--- src/rtl/boreal_weight_sweeper.sv ---
// rtl/boreal_weight_sweeper.sv - weight-array sweep sequencer for BRAM port A/B and boreal_learning
// Define BOREAL_SWEEP_STATS_EN to build the stall/update statistics counters.
module boreal_weight_sweeper #(
  parameter int NUM_SYN = 1024,
  parameter int ADDR_W  = 10,
  parameter int RD_LAT  = 1
) (
  input  logic                clk,
  input  logic                rst_n,
  input  logic                start,
  input  logic                learn_en,
  input  logic                abort,
  input  logic                s_valid,
  output logic                s_ready,
  input  logic signed [15:0]  s_eps,
  input  logic signed [15:0]  s_mu,
  output logic [ADDR_W-1:0]   addr_a,
  output logic                en_a,
  output logic signed [15:0]  epsilon,
  output logic signed [15:0]  mu,
  output logic                enable_learning,
  output logic [ADDR_W-1:0]   addr_b,
  output logic                busy,
  output logic                done,
  output logic [15:0]         stall_cnt,
  output logic [15:0]         upd_cnt
);

  typedef enum logic [1:0] {
    ST_IDLE  = 2'd0,
    ST_RUN   = 2'd1,
    ST_DRAIN = 2'd2
  } state_t;

  localparam logic [ADDR_W-1:0] LAST_IDX   = ADDR_W'(NUM_SYN - 1);
  localparam logic [2:0]        DRAIN_LAST = 3'(RD_LAT);

  state_t             state_q, state_d;
  logic [ADDR_W-1:0]  idx_q, idx_d;
  logic               lrn_q, lrn_d;
  logic [2:0]         dcnt_q, dcnt_d;
  logic               done_q, done_d;
  logic               xfer;

  // Delay line: stage k carries the slot whose transfer happened k cycles ago.
  logic [RD_LAT:1]    sv_q, sv_d;
  logic [RD_LAT:1]    wl_q, wl_d;
  logic [ADDR_W-1:0]  adr_q [1:RD_LAT];
  logic [ADDR_W-1:0]  adr_d [1:RD_LAT];
  logic signed [15:0] eps_q [1:RD_LAT];
  logic signed [15:0] eps_d [1:RD_LAT];
  logic signed [15:0] mu_q  [1:RD_LAT];
  logic signed [15:0] mu_d  [1:RD_LAT];
  logic [ADDR_W-1:0]  addr_b_q, addr_b_d;

  always_comb begin
    state_d = state_q;
    idx_d   = idx_q;
    lrn_d   = lrn_q;
    dcnt_d  = dcnt_q;
    done_d  = 1'b0;
    s_ready = (state_q == ST_RUN) && !abort;
    xfer    = s_valid && s_ready;
    case (state_q)
      ST_IDLE: begin
        if (start && !done_q) begin
          state_d = ST_RUN;
          idx_d   = '0;
          lrn_d   = learn_en;
        end
      end
      ST_RUN: begin
        if (abort) begin
          state_d = ST_DRAIN;
          dcnt_d  = '0;
        end else if (xfer) begin
          if (idx_q == LAST_IDX) begin
            state_d = ST_DRAIN;
            dcnt_d  = '0;
          end else begin
            idx_d = idx_q + ADDR_W'(1);
          end
        end
      end
      ST_DRAIN: begin
        // Hold long enough for the last issued slot to reach the write port.
        if (dcnt_q == DRAIN_LAST) begin
          state_d = ST_IDLE;
          done_d  = 1'b1;
        end else begin
          dcnt_d = dcnt_q + 3'd1;
        end
      end
      default: state_d = ST_IDLE;
    endcase
  end

  always_comb begin
    sv_d       = sv_q;
    wl_d       = wl_q;
    adr_d      = adr_q;
    eps_d      = eps_q;
    mu_d       = mu_q;
    sv_d[1]    = xfer;
    wl_d[1]    = xfer && lrn_q;
    adr_d[1]   = xfer ? idx_q : adr_q[1];
    eps_d[1]   = xfer ? s_eps : eps_q[1];
    mu_d[1]    = xfer ? s_mu  : mu_q[1];
    for (int k = 2; k <= RD_LAT; k++) begin
      sv_d[k]  = sv_q[k-1];
      wl_d[k]  = wl_q[k-1];
      adr_d[k] = adr_q[k-1];
      eps_d[k] = eps_q[k-1];
      mu_d[k]  = mu_q[k-1];
    end
    addr_b_d = sv_q[RD_LAT] ? adr_q[RD_LAT] : addr_b_q;
  end

  always_ff @(posedge clk or negedge rst_n) begin
    if (!rst_n) begin
      state_q  <= ST_IDLE;
      idx_q    <= '0;
      lrn_q    <= 1'b0;
      dcnt_q   <= '0;
      done_q   <= 1'b0;
      sv_q     <= '0;
      wl_q     <= '0;
      addr_b_q <= '0;
      for (int k = 1; k <= RD_LAT; k++) begin
        adr_q[k] <= '0;
        eps_q[k] <= '0;
        mu_q[k]  <= '0;
      end
    end else begin
      state_q  <= state_d;
      idx_q    <= idx_d;
      lrn_q    <= lrn_d;
      dcnt_q   <= dcnt_d;
      done_q   <= done_d;
      sv_q     <= sv_d;
      wl_q     <= wl_d;
      addr_b_q <= addr_b_d;
      adr_q    <= adr_d;
      eps_q    <= eps_d;
      mu_q     <= mu_d;
    end
  end

  assign addr_a          = adr_q[1];
  assign en_a            = sv_q[1];
  assign epsilon         = eps_q[RD_LAT];
  assign mu              = mu_q[RD_LAT];
  assign enable_learning = wl_q[RD_LAT];
  assign addr_b          = addr_b_q;
  assign busy            = (state_q != ST_IDLE);
  assign done            = done_q;

`ifdef BOREAL_SWEEP_STATS_EN
  logic [15:0] stall_q, stall_d;
  logic [15:0] upd_q, upd_d;
  logic        start_acc;

  always_comb begin
    stall_d   = stall_q;
    upd_d     = upd_q;
    start_acc = (state_q == ST_IDLE) && start && !done_q;
    if (start_acc) begin
      stall_d = '0;
      upd_d   = '0;
    end else begin
      if ((state_q == ST_RUN) && !s_valid && (stall_q != 16'hFFFF)) begin
        stall_d = stall_q + 16'd1;
      end
      if (wl_q[RD_LAT] && (upd_q != 16'hFFFF)) begin
        upd_d = upd_q + 16'd1;
      end
    end
  end

  always_ff @(posedge clk or negedge rst_n) begin
    if (!rst_n) begin
      stall_q <= '0;
      upd_q   <= '0;
    end else begin
      stall_q <= stall_d;
      upd_q   <= upd_d;
    end
  end

  assign stall_cnt = stall_q;
  assign upd_cnt   = upd_q;
`else
  assign stall_cnt = '0;
  assign upd_cnt   = '0;
`endif

endmodule

--- config.mk ---
export PLATFORM = sky130hd
export DESIGN_NAME = boreal_weight_sweeper
export DESIGN_NICKNAME = d
export VERILOG_FILES = /design/src/rtl/boreal_weight_sweeper.sv
export SDC_FILE = /design/constraint.sdc
export NUM_CORES = 1
export LEC_CHECK = 0
export CORE_MARGIN = 5
export CORE_UTILIZATION = 29
export CTS_CLUSTER_DIAMETER = 40
export DETAILED_ROUTE_END_ITERATION = 7
export GPL_ROUTABILITY_DRIVEN = 0
export HOLD_SLACK_MARGIN = 0.06
export SLEW_MARGIN = 20
export SYNTH_ARGS = -nofsm -noshare
export SYNTH_HDL_FRONTEND = slang
export SYNTH_SLANG_ARGS = --single-unit
--- constraint.sdc ---
create_clock -name clk -period 3.1 [get_ports clk]
set_input_delay 0.465 -clock clk [delete_from_list [all_inputs] [get_ports clk]]
set_output_delay 0.465 -clock clk [all_outputs]
set_load 0.05 [all_outputs]
==> reports/summary.md <==
* **via density per instance** 4.39
* **maximum net fanout on the critical path** 6
* **antenna violations before repair** 0
* **clock buffer depth** 2
* **Required @ worst endpoint** 2.63 ns
* **Final period util** 79.3%
* **synthesized area divided by synthesized cell count** 12.9 sq um
* **Hold Fails Final Rpt** 0
* **setup slack on the worst flop-to-flop path** 1.11 ns
* **total power density per cell area** 976 nW/um^2
* **TritonCTS Sinks** 71
* **total die area** 13100 sq um
* **P&R area growth vs syn** 35.9%
* **grt total ovfl** 0
* **R2R Path End** idx_q[9]
* **netlist area before placement** 3160 sq um
* **CTS H-tree depth** 3
* **standard-cell rows** 38
* **global routing met3 resource utilization** 5.66%
* **placed cell areas** 4120 sq um
* **Peak Freq** 0.407 GHz
* **cells on worst reg2reg path** 4
* **overall routed net length** 6.85 mm
* **placeable core region** 10700 sq um
* **layout filler cell count** 1065
* **WS Path Type** reg -> out
* **global-route wire length before repair** 11.4 mm
* **area leader, netlist** dfrtp_1
* **1st-iter DRT viols** 40
* **diode insertion count for antenna repair** 0
* **maximum number of pins on one net before global-route repair** 72
* **clock buffer count from CTS** 9
* **arrival time at the worst endpoint** 1.99 ns
* **Period minus WS final** 2.46 ns
* **GRT Total Usage** 11.0%
* **grt peak-use layer** met2
* **met1 usage** 13.8%
* **worst hold path class** in -> async
* **share of the yosys chip area belonging to registers** 56.3%
* **DPL Wire Length** 5.00 mm
* **layout net count** 383
* **sum of negative setup slack** 0 ns
* **leakage** 1.88 nW
* **clock tree from TritonCTS** done
* **top-level port count** 127
* **unrepaired setup endpoints after global routing** false
* **average wire length per cell after detail routing** 14.2 um
* **worst slew slack as a fraction of its limit** 40.2%
* **worst clock skew on the final layout** 0.0112 ns
* **Final setup viols** 0
* **number of nets still failing antenna checks after routing** 0
* **layout cells sized above 1** 21.2%
* **total number of vias** 2127
* **clock network latency to the later pin of the worst-skew pair** 0.34 ns
* **top cell type's share of synthesized area** 56.3%
* **largest cells by area after synthesis** dfrtp_1 (56%), mux2_2 (19%), buf_4 (7.6%)
* **number of different library cells in the post-synthesis netlist** 42
* **slew at the pin with the worst max-slew slack** 0.897 ns
* **met2 layer usage reported by global route** 15.9%
* **number of max-slew violations in the final report** 0
* **vias in the first global route** 2282
* **outcome** finished clean
* **initial core utilization** 29.4%
* **total of flip-flops plus latches after synthesis** 71
* **synthesis warning total** 0
* **kind of start point of the critical path** register
* **port bufs** 94
* **RR Startpoint** state_q[1]
* **Die Width** 114 um
* **total setup buffers inserted after CTS** 0
* **Worst-path clk slew** 0.07 ns
* **detailed-routing iteration count for the pre-antenna-repair pass** 4
* **fin area** 4290 sq um
* **overall die height** 114 um
* **DRC violation count after routing** 0
* **cell count after synthesis** 245
* **maximum vdd drop** 0.000606 V
* **number of buffers added to fix hold violations after cts** 0
* **cts repair resizes** 0
* **type of element capturing the critical path** output port
* **CTS Root Buffer Type** clkbuf_8
* **maximum capacitance violations** 0
-- final cells by class --
class,count,area (sq um),area share [%]
multi-input combinational,156,1190,27.6
sequential,71,1780,41.4
tap,140,175,4.08
clock inverter,1,5.00,0.117
timing repair buffer,96,953,22.2
clock buffer,12,165,3.85
inverter,8,30.0,0.700
-- worst max-delay path by stage --
| stage | startpoint | end | slack (ns) | depth (start not counted) |
|---|---|---|---|---|
| after floorplan | state_q[0] | idx_q[6] | 1.29 | 5 |
| after global placement | abort | idx_q[9] | 0.61 | 5 |
| after detailed placement | abort | idx_q[9] | 0.55 | 5 |
| after CTS | state_q[1] | s_ready | 0.60 | 3 |
| after global routing | state_q[1] | s_ready | 0.53 | 3 |
| final | state_q[1] | s_ready | 0.64 | 3 |
-- kinds of logic after synthesis --
logic type / share of synthesized area (%)
DFF: 56.3
muxes: 19.5
buffers and inverters: 9.83
and+or+nand+nor: 8.52
AOI/OAI and AO/OA: 4.56
adders and majority gates: 1.19
other: 0.119
-- layout by cell type, fill, tap and decap left out, types with 2 or more instances in the layout --
master | netlist | final
mux2i_1 | 3 | 3
o21a_1 | 2 | 2
nor4_1 | 2 | 2
nand3_1 | 6 | 6
nand2b_1 | 2 | 2
nand2_1 | 10 | 10
dfrtp_1 | 71 | 71
a21oi_1 | 7 | 7
conb_1 | 1 | 32
ha_1 | 3 | 3
nand4_1 | 3 | 3
nor2_1 | 4 | 4
inv_1 | 8 | 8
buf_4 | 32 | 3
o21ai_0 | 3 | 3
clkbuf_8 | 0 | 12
clkdlybuf4s50_1 | 0 | 93
nor3_1 | 4 | 4
mux2_2 | 52 | 52
or3b_2 | 2 | 2
-- routing by layer --
metal / vias to the layer above / wire (um)
li1: 991 / -
met1: 1034 / 2830
met2: 92 / 3120
met3: 10 / 798
met4: 0 / 105
met5: - / 0
-- sequential cells by signal, indices dropped and copies added, names as in the netlist, 2 cells and up --
register and cells:
epsilon 16, mu 16, addr_a 10, addr_b 10
idx_q 10, dcnt_q 3, state_q 2
-- synthesized netlist by cell type, drive strengths merged --
| master | instances |
|---|---|
| or2 | 2 |
| inv | 8 |
| conb | 1 |
| a21o | 1 |
| nand2b | 2 |
| or4 | 1 |
| nor3 | 4 |
| and4 | 1 |
| o21ai | 4 |
| a31oi | 1 |
| nor4 | 2 |
| ha | 3 |
| nor2 | 4 |
| buf | 36 |
| or3 | 1 |
| o311ai | 1 |
| nand4 | 3 |
| mux2 | 52 |
| nor4b | 1 |
| a21oi | 7 |
| mux2i | 3 |
| nand3 | 6 |
| o41ai | 1 |
| a41oi | 1 |
| nand4b | 1 |
| nand4bb | 1 |
| o41a | 1 |
| and3 | 1 |
| or3b | 2 |
| nor3b | 1 |
| o31ai | 1 |
| clkbuf | 5 |
| and2 | 1 |
| o22ai | 1 |
| o31a | 1 |
| o21a | 2 |
| dfrtp | 71 |
| nand2 | 10 |
-- report_power, final --
group | total [W] | internal [W] | switching (W)
combinational | 0.00212 | 0.000755 | 0.00137
sequential | 0.00140 | 0.00122 | 0.000181
clock | 0.000660 | 0.000342 | 0.000318
-- through the flow --
step	cells	worst slack [ns]	hold WS, ns	utilization (%)	power, W
floorplan	276	1.29	0.169	-	0.00287
global placement	471	0.613	0.458	38.4	0.00354
detailed placement	471	0.555	0.471	38.4	0.00356
CTS	484	0.597	0.289	39.9	0.00425
global route	484	0.529	0.327	39.9	0.00443
finish	484	0.641	0.255	39.9	0.00419
-- critical path: stages (launching register included) --
cell             delay (ns)
dfrtp_1                0.43
nand2b_1               0.22
nor2_1                 0.18
clkdlybuf4s50_1        0.83
(Power assumes the default switching activity.)
